**config.mk**
```make
export PLATFORM = sky130hd
export DESIGN_NAME = mem_stage_sram
export DESIGN_NICKNAME = d
export VERILOG_FILES = /design/src/rtl/mem_stage_sram.sv
export SDC_FILE = /design/constraint.sdc
export NUM_CORES = 1
export LEC_CHECK = 0
export BUFFER_PORTS_ARGS = -buffer_cell sky130_fd_sc_hd__buf_2
export CORE_MARGIN = 2
export CORE_UTILIZATION = 40
export CTS_BUF_LIST = sky130_fd_sc_hd__clkbuf_8 sky130_fd_sc_hd__clkbuf_16
export DETAILED_ROUTE_END_ITERATION = 8
export PLACE_DENSITY = 0.71
export RECOVER_POWER = 25
export SLEW_MARGIN = 10
export SYNTH_ARGS = -nofsm -noshare
export SYNTH_HDL_FRONTEND = slang
export SYNTH_SLANG_ARGS = --single-unit
```
**constraint.sdc**
```tcl
create_clock -name CLK -period 3.1 [get_ports CLK]
set_input_delay 0.31 -clock CLK [delete_from_list [all_inputs] [get_ports CLK]]
set_output_delay 0.31 -clock CLK [all_outputs]
set_load 0.02 [all_outputs]
```
**src/rtl/mem_stage_sram.sv**
```systemverilog
// MEM stage front-end for a 16-bit asynchronous SRAM: each 32-bit access is split into a
// LO then HI half-word phase. Optional address checking is enabled by MEM_ADDR_CHECK_EN.
module mem_stage_sram #(
  parameter int          WAIT_CYCLES = 3,
  parameter logic [31:0] BASE_ADDR   = 32'd1024
) (
  input  logic        CLK,
  input  logic        RST,
  input  logic        MEM_R_EN,
  input  logic        MEM_W_EN,
  input  logic [31:0] ALU_Res,
  input  logic [31:0] Val_Rm,
  output logic        ready,
  output logic [31:0] rdata,
  output logic [17:0] SRAM_ADDR,
  output logic [15:0] SRAM_DQ_out,
  input  logic [15:0] SRAM_DQ_in,
  output logic        SRAM_DQ_oe,
  output logic        SRAM_WE_N,
  output logic        addr_err
);

  localparam logic [1:0] IDLE = 2'd0;
  localparam logic [1:0] LO   = 2'd1;
  localparam logic [1:0] HI   = 2'd2;
  localparam logic [1:0] DONE = 2'd3;

  localparam logic [3:0] CNT_LAST = 4'(WAIT_CYCLES - 1);

  logic [1:0]  state;
  logic [3:0]  cnt;
  logic [16:0] word_idx;
  logic [31:0] data;
  logic        is_store;

  logic        req;
  logic        in_phase;
  logic        last;
  logic [31:0] offset;
  logic        bad_addr;
  logic        unused_offset_bits;

  assign req      = MEM_R_EN | MEM_W_EN;
  assign in_phase = (state == LO) || (state == HI);
  assign last     = (cnt == CNT_LAST);
  assign offset   = ALU_Res - BASE_ADDR;

`ifdef MEM_ADDR_CHECK_EN
  logic addr_err_q;

  assign bad_addr           = (ALU_Res < BASE_ADDR) || (offset >= 32'h0008_0000) || (ALU_Res[1:0] != 2'b00);
  assign unused_offset_bits = ^offset[1:0];

  // Flag is raised only for the single DONE cycle that follows a rejected request.
  always_ff @(posedge CLK) begin
    if (!RST) addr_err_q <= 1'b0;
    else      addr_err_q <= (state == IDLE) && req && bad_addr;
  end

  assign addr_err = addr_err_q;
`else
  assign bad_addr           = 1'b0;
  assign unused_offset_bits = ^{offset[31:19], offset[1:0]};
  assign addr_err           = 1'b0;
`endif

  always_ff @(posedge CLK) begin
    // NOTE: sequential state uses non-blocking assignments so every flop samples pre-edge values.
    if (!RST) begin
      state <= IDLE;
      cnt   <= 4'd0;
      rdata <= 32'd0;
    end else begin
      case (state)
        IDLE: begin
          cnt <= 4'd0;
          if (req) state <= bad_addr ? DONE : LO;
        end
        LO: begin
          if (last) begin
            if (!is_store) rdata[15:0] <= SRAM_DQ_in;
            cnt   <= 4'd0;
            state <= HI;
          end else begin
            cnt <= cnt + 4'd1;
          end
        end
        HI: begin
          if (last) begin
            if (!is_store) rdata[31:16] <= SRAM_DQ_in;
            cnt   <= 4'd0;
            state <= DONE;
          end else begin
            cnt <= cnt + 4'd1;
          end
        end
        default: state <= IDLE;
      endcase
    end
  end

  // NOTE: the latched request copies are only observed in LO/HI, which reset never reaches
  // directly, so they carry no reset and stay plain enabled registers.
  always_ff @(posedge CLK) begin
    if (state == IDLE && req) begin
      word_idx <= offset[18:2];
      data     <= Val_Rm;
      is_store <= MEM_W_EN;
    end
  end

  always_comb begin
    // NOTE: every output gets a default first so no path through this block infers a latch.
    SRAM_ADDR   = 18'd0;
    SRAM_DQ_out = 16'd0;
    SRAM_DQ_oe  = 1'b0;
    SRAM_WE_N   = 1'b1;
    if (in_phase) begin
      SRAM_ADDR = {word_idx, state == HI};
      if (is_store) begin
        SRAM_DQ_oe  = 1'b1;
        SRAM_WE_N   = 1'b0;
        SRAM_DQ_out = (state == HI) ? data[31:16] : data[15:0];
      end
    end
  end

  // Combinational so a fresh request freezes the pipeline in the same cycle it appears.
  assign ready = (state == DONE) || ((state == IDLE) && !req);

endmodule
```
==> results of run 1 <==
==> sequential cells by signal, summed over array words and instances (netlist names) <==
register,count
rdata,32
data,32
cnt,4
is_store,1
word_idx,17
state,2
==> synthesized netlist by cell type, types with 2 or more instances <==
cell type | number | share of area
a21oi_1 | 2 | 0.0028
or3_1 | 2 | 0.0034
clkbuf_1 | 9 | 0.0093
nand2b_1 | 2 | 0.0034
xor2_1 | 3 | 0.0072
dfxtp_1 | 38 | 0.21
nand3_1 | 3 | 0.0041
nor3_1 | 2 | 0.0028
and2_1 | 18 | 0.031
ha_1 | 7 | 0.024
buf_2 | 2 | 0.0028
edfxtp_1 | 50 | 0.41
nor2b_1 | 3 | 0.0052
buf_6 | 2 | 0.0062
mux2i_1 | 50 | 0.14
xnor2_1 | 4 | 0.0096
nor2_1 | 21 | 0.022
nand2_1 | 58 | 0.060
nand2_4 | 2 | 0.0062
inv_1 | 8 | 0.0083
==> kinds of logic after synthesis <==
kind of cell | count (synthesis) | synth area share
AOI/OAI and AO/OA | 7 | 0.01240
xor gates and xnor gates | 7 | 0.01688
adders and majority gates | 7 | 0.02411
buffers and inverters | 22 | 0.02859
DFF | 88 | 0.6228
muxes | 50 | 0.1378
other | 1 | 0.001032
and+or+nand+nor | 117 | 0.1564
==> per-stage QoR <==
step	worst slack [ps]	std cells	power (W)	hold WS [ps]	util
after floorplan	745.8	299	0.002272	408.9	-
after global placement	1012	535	0.002585	443.4	0.5049
after detailed placement	985.9	535	0.002622	455.2	0.5049
after CTS	610.0	551	0.003320	116.7	0.5244
after global routing	419.8	551	0.003470	110.6	0.5237
final	660.1	551	0.003267	130.2	0.5237
==> report_power, final <==
| part | total [W] | internal, W | switching [W] |
|---|---|---|---|
| Combinational | 0.000974 | 0.000350 | 0.000624 |
| Clock | 0.000694 | 0.000290 | 0.000404 |
| Sequential | 0.00160 | 0.00153 | 0.0000731 |
==> per-layer routing <==
| layer | vias up | part of all wire | GRT usage |
|---|---|---|---|
| met2 | 57 | 0.53 | 0.2812 |
| met1 | 1216 | 0.41 | 0.1806 |
| li1 | 1302 | - | - |
| met5 | - | 0 | 0 |
| met3 | 8 | 0.046 | 0.03654 |
| met4 | 0 | 0.016 | 0.05796 |
==> layout make-up <==
type / instances / area, um2
multi-input combinational: 189 / 1274
timing repair buffer: 142 / 716.9
inverter: 8 / 30.03
clock inverter: 7 / 47.55
sequential: 88 / 2262
clock buffer: 9 / 123.9
tap: 108 / 135.1
fill: 835 / 4174
==> how the worst max path moves through the flow <==
stage                   from               to  slack [ps]  cells past startpoint
CTS                 state[0]   SRAM_DQ_out[4]         610                      6
global placement    state[0]   SRAM_DQ_out[4]        1010                      6
detailed placement  state[1]   SRAM_DQ_out[4]         990                      6
floorplan           state[0]          data[0]         750                      3
global route        state[1]   SRAM_DQ_out[4]         420                      6
finish              state[0]  SRAM_DQ_out[15]         660                      6
==> results by group, run 1 <==
Status
  – Outcome: completed

Job
  – Max-cap violations: 0

STA
  – Final setup vio count: 0
  – Worst-Margin Slew: 656.1 ps
  – Max frequency: 409.9 MHz
  – Fin. max-slew vios: 0
  – Final setup skew: roughly 16 ps
  – Worst slew margin: 0.5617
  – Final Hold Viols: 0
  – Setup tns final: 0 ps
  – Tmin final: approximately 2400 ps
  – RSZ-0062 raised after global routing: false
  – Period utilization: 0.7871

Setup path
  – Worst-path fanout max: 22
  – CP max-delay cell: nand2_1
  – FF-to-FF Start: state[0]
  – CP peak stage delay: around 400 ps
  – CP cell instances: inv_1, ha_1, buf_4, nand2_1, nor2_1, buf_2
  – Startpoint types: flop
  – CP Capture Type: output pin
  – Delay-heaviest family, CP: simple AND/OR/NAND/NOR gates
  – CP arrival: 2130 ps
  – Crit Path Class: reg -> out
  – Reg2Reg Setup Slack: 1200 ps
  – Required @ worst endpoint: 2790 ps
  – WP buf/inv: 3
  – Reg2reg end: data[10]
  – Worst r2r path cells: 4

Clock network
  – H-tree depth: 3
  – CTS Sinks: 88
  – CTS Buf Count: 9
  – PostCTS Resize Cnt: 0
  – Clock root buffer: clkbuf_8
  – CTS tree: done
  – Worst-Skew Late Latency: 350 ps
  – Clock transition at path regs: roughly 90 ps
  – Post-CTS setup buffer count: 0
  – CTS max path bufs: 2
  – Hold-fix buffers, CTS: 0

Die
  – I/O pins: 154
  – Site row count: 34
  – Starting density of the core: 0.4145
  – Die area: 9859 um2
  – Die height: 99.29 um
  – Die width: between 90 and 100 um
  – CORE AREA: 8763 um2

Yosys
  – Number of enable flip-flop cells after synthesis: 50
  – Library cells used by synthesis: 33
  – Syn_nets: 390
  – Sequential fraction of the synthesis area: 0.6228
  – Mapped cell area: 3632 um2
  – Asr flop ratio synth: 0
  – Post-synthesis register bit count: 88
  – Top_reg_cell synth: edfxtp_1
  – Mapped Cells: ~300
  – Ys Warns: 0
  – Avg Inst Size Synth: between 10 and 15 um2

Placed design
  – Placed cell area: 4424 um2
  – Post-DP HPWL: 5633 um
  – # port buffers: 137
  – Routability congestion estimate: between 0.7 and 0.8

Layout
  – Post-route design area: 4589 um2
  – NumNets Final: 529
  – Fraction of layout cells with a size suffix above 1: 0.3521
  – Commonest cells after routing, fill and taps aside: buf_2, nand2_1, mux2i_1, edfxtp_1, dfxtp_1
  – Most common cell after layout, fill and taps aside: buf_2
  – Area grow syn2layout: 26.35%
  – # diodes: 0

Routing
  – Drt via density: around 4.7
  – Drt total wl: 7579 um
  – DRC viols: 0
  – Via Count: 2583
  – Number of iterations in the first detailed-routing pass: 4
  – Antenna-violating nets left: 0
  – Starting DRC count in detailed routing: between 60 and 70
  – Mean routed wirelength per cell: ~14 um

GRT
  – Total GRT Usage: 0.1562
  – First-pass GRT wire length: 12210 um
  – Global route overflow: 0
  – Initial antenna violation count: 0
  – Vias in the first global route: ~2600
  – Pin count of the biggest net entering global routing: 36

Min path
  – Hold path depth: 1
  – HP Class: in -> reg
  – Worst Hold End: data[25]
  – Hold Crit Start: Val_Rm[25]

Pwr
  – VDD IR max: 0.2919 mV
  – LEAKAGE: 2.249 nW
  – Pwr Density: 711.8 nW/um2
No activity file was read; power rests on OpenSTA's default activity.
==> run 2: changes to the inputs <==
Settings changed: PLACE_DENSITY 0.71 to 0.69.
Clock period 3.1 ns to 2.5 ns, I/O delays scaled along.
==> results by group, run 2 (synthesized netlist as in run 1, its figures left out) <==
Status
  – Outcome: completed (unchanged)

Clock network
  – Clock transition at path regs: 90 ps (about the same)
  – Worst-Skew Late Latency: 350 ps (about the same)
  – CTS tree: done (unchanged)
  – Clock root buffer: clkbuf_8 (unchanged)
  – Hold-fix buffers, CTS: 0 (unchanged)
  – CTS Buf Count: 9 (unchanged)
  – PostCTS Resize Cnt: 0 (unchanged)
  – H-tree depth: 3 (unchanged)
  – CTS Sinks: 88 (unchanged)
  – CTS max path bufs: 2 (unchanged)
  – Post-CTS setup buffer count: 0 (unchanged)

Pwr
  – LEAKAGE: 2.243 nW (was 2.249 nW)
  – Pwr Density: 886.5 nW/um2 (was 711.8 nW/um2)
  – VDD IR max: 0.3702 mV (was 0.2919 mV)

STA
  – Setup tns final: 0 ps (unchanged)
  – Final setup skew: 9.184 ps (was 15.81 ps)
  – Final Hold Viols: 0 (unchanged)
  – Hold_ws: 68.93 ps (was 130.2 ps)
  – Final setup vio count: 0 (unchanged)
  – RSZ-0062 raised after global routing: false (unchanged)
  – Worst slew margin: 0.5886 (was 0.5617)
  – Period utilization: 0.8615
  – Worst-Margin Slew: 615.6 ps (was 656.1 ps)
  – Tmin final: 2154 ps
  – Fin. max-slew vios: 0 (unchanged)
  – Max frequency: 464.3 MHz

Die
  – Die area: 9859 um2 (unchanged)
  – Die width: 99.29 um (unchanged)
  – CORE AREA: 8763 um2 (unchanged)
  – Starting density of the core: 0.4145 (unchanged)
  – Site row count: 34 (unchanged)
  – I/O pins: 154 (unchanged)
  – Die height: 99.29 um (unchanged)

Layout
  – Commonest cells after routing, fill and taps aside: buf_2, nand2_1, mux2i_1, edfxtp_1, dfxtp_1 (unchanged)
  – # fillers: 829 (was 835)
  – Biggest regs: data (32), rdata (32), word_idx (17) (unchanged)
  – NumNets Final: 528 (was 529)
  – Area grow syn2layout: 26.39% (was 26.35%)
  – Post-route design area: 4591 um2 (was 4589 um2)
  – Fraction of layout cells with a size suffix above 1: 0.3462 (was 0.3521)
  – # diodes: 0 (unchanged)
  – Non-filler cells, final: 550 (was 551)
  – Most common cell after layout, fill and taps aside: buf_2 (unchanged)

Routing
  – Drt total wl: 7653 um (was 7579 um)
  – Via Count: 2605 (was 2583)
  – Starting DRC count in detailed routing: 58 (was 68)
  – DRC viols: 0 (unchanged)
  – Mean routed wirelength per cell: 13.91 um (was 13.75 um)
  – Antenna-violating nets left: 0 (unchanged)
  – Drt via density: 4.736 (was 4.688)
  – Number of iterations in the first detailed-routing pass: 3 (was 4)

Placed design
  – Placed cells: 534 (was 535)
  – Routability congestion estimate: 0.7890 (was 0.7413)
  – # port buffers: 137 (unchanged)
  – Post-DP HPWL: 5499 um (was 5633 um)
  – Placed cell area: 4429 um2 (was 4424 um2)

Setup path
  – CP arrival: 1900 ps (was 2130 ps)
  – CP peak stage delay: 400 ps (about the same)
  – CP cell instances: inv_1, ha_1, nand2_1, nor2_1, buf_2 (was inv_1, ha_1, buf_4, nand2_1, nor2_1, buf_2)
  – Crit Path Class: reg -> out (unchanged)
  – Required @ worst endpoint: 2250 ps (was 2790 ps)
  – Delay-heaviest family, CP: simple AND/OR/NAND/NOR gates (unchanged)
  – Reg2Reg Setup Slack: 720 ps (was 1200 ps)
  – CP max-delay cell: dfxtp_1 (was nand2_1)
  – Startpoint types: flop (unchanged)
  – WP buf/inv: 2 (was 3)
  – Worst-path fanout max: 18 (was 22)
  – CP Capture Type: output pin (unchanged)

GRT
  – Initial antenna violation count: 1 (was 0)
  – First-pass GRT wire length: 12350 um (was 12210 um)
  – Total GRT Usage: 0.1572 (was 0.1562)
  – Global route overflow: 0 (unchanged)
  – Vias in the first global route: 2535 (was 2601)
  – Pin count of the biggest net entering global routing: 51 (was 36)

Min path
  – HP Class: in -> reg (unchanged)

Job
  – Max-cap violations: 0 (unchanged)
[run 2: changes by cell type in the layout (fill, tap and decap cells not counted), sizes merged]
cell,previous run,this run
buf,137,134
clkinvlp,3,1
clkinv,2,5
inv,10,9
clkbuf,14,16
[run 2: area by class of cell]
cell class / instances / area, um2 / share of cell area
flip-flops and latches: 88 / 2262 / 0.4928
multi-input cells: 189 / 1274 / 0.2775
repair buffers: 141 / 719.4 / 0.1567
well taps: 108 / 135.1 / 0.02944
clock buffers: 9 / 123.9 / 0.02698
clock inverters: 7 / 46.29 / 0.01008
inverters: 8 / 30.03 / 0.006541
[run 2: layer usage]
metal / GRT usage / wire length [um] / up-vias
li1: - / - / 1297
met5: 0 / 0 / -
met1: 0.1884 / 3224 / 1226
met3: 0.03654 / 406 / 15
met4: 0.08008 / 210 / 0
met2: 0.2646 / 3811 / 67
[run 2: where the power goes]
group	internal, W	switching, W
Sequential	0.00189	0.0000898
Clock	0.000360	0.000510
Combinational	0.000445	0.000774
Total	0.00270	0.00137
[run 2: final timing paths]
kind / from / end / depth (start not counted)
worst max-delay path: state[0] / SRAM_DQ_out[7] / 5
worst min-delay path: Val_Rm[6] / data[6] / 1
worst max register to register: state[0] / cnt[3] / 6
worst min register to register: rdata[5] / rdata[5] / 2
[run 2: worst reg2reg max path, cell delays in order (launching register included)]
cell and delay [ps]:
dfxtp_1 400, inv_1 80, ha_1 310, buf_4 210, nand2b_1 100, or4_1 470, a31oi_1 160
[run 2: through the flow]
step / utilization / total power (W) / setup slack [ps]
floorplan: - / 0.002817 / 145.8
finish: 0.5238 / 0.004070 / 346.2
global route: 0.5238 / 0.004290 / 141.3
detailed placement: 0.5054 / 0.003257 / 679.9
global placement: 0.5054 / 0.003215 / 723.9
CTS: 0.5248 / 0.004127 / 284.5
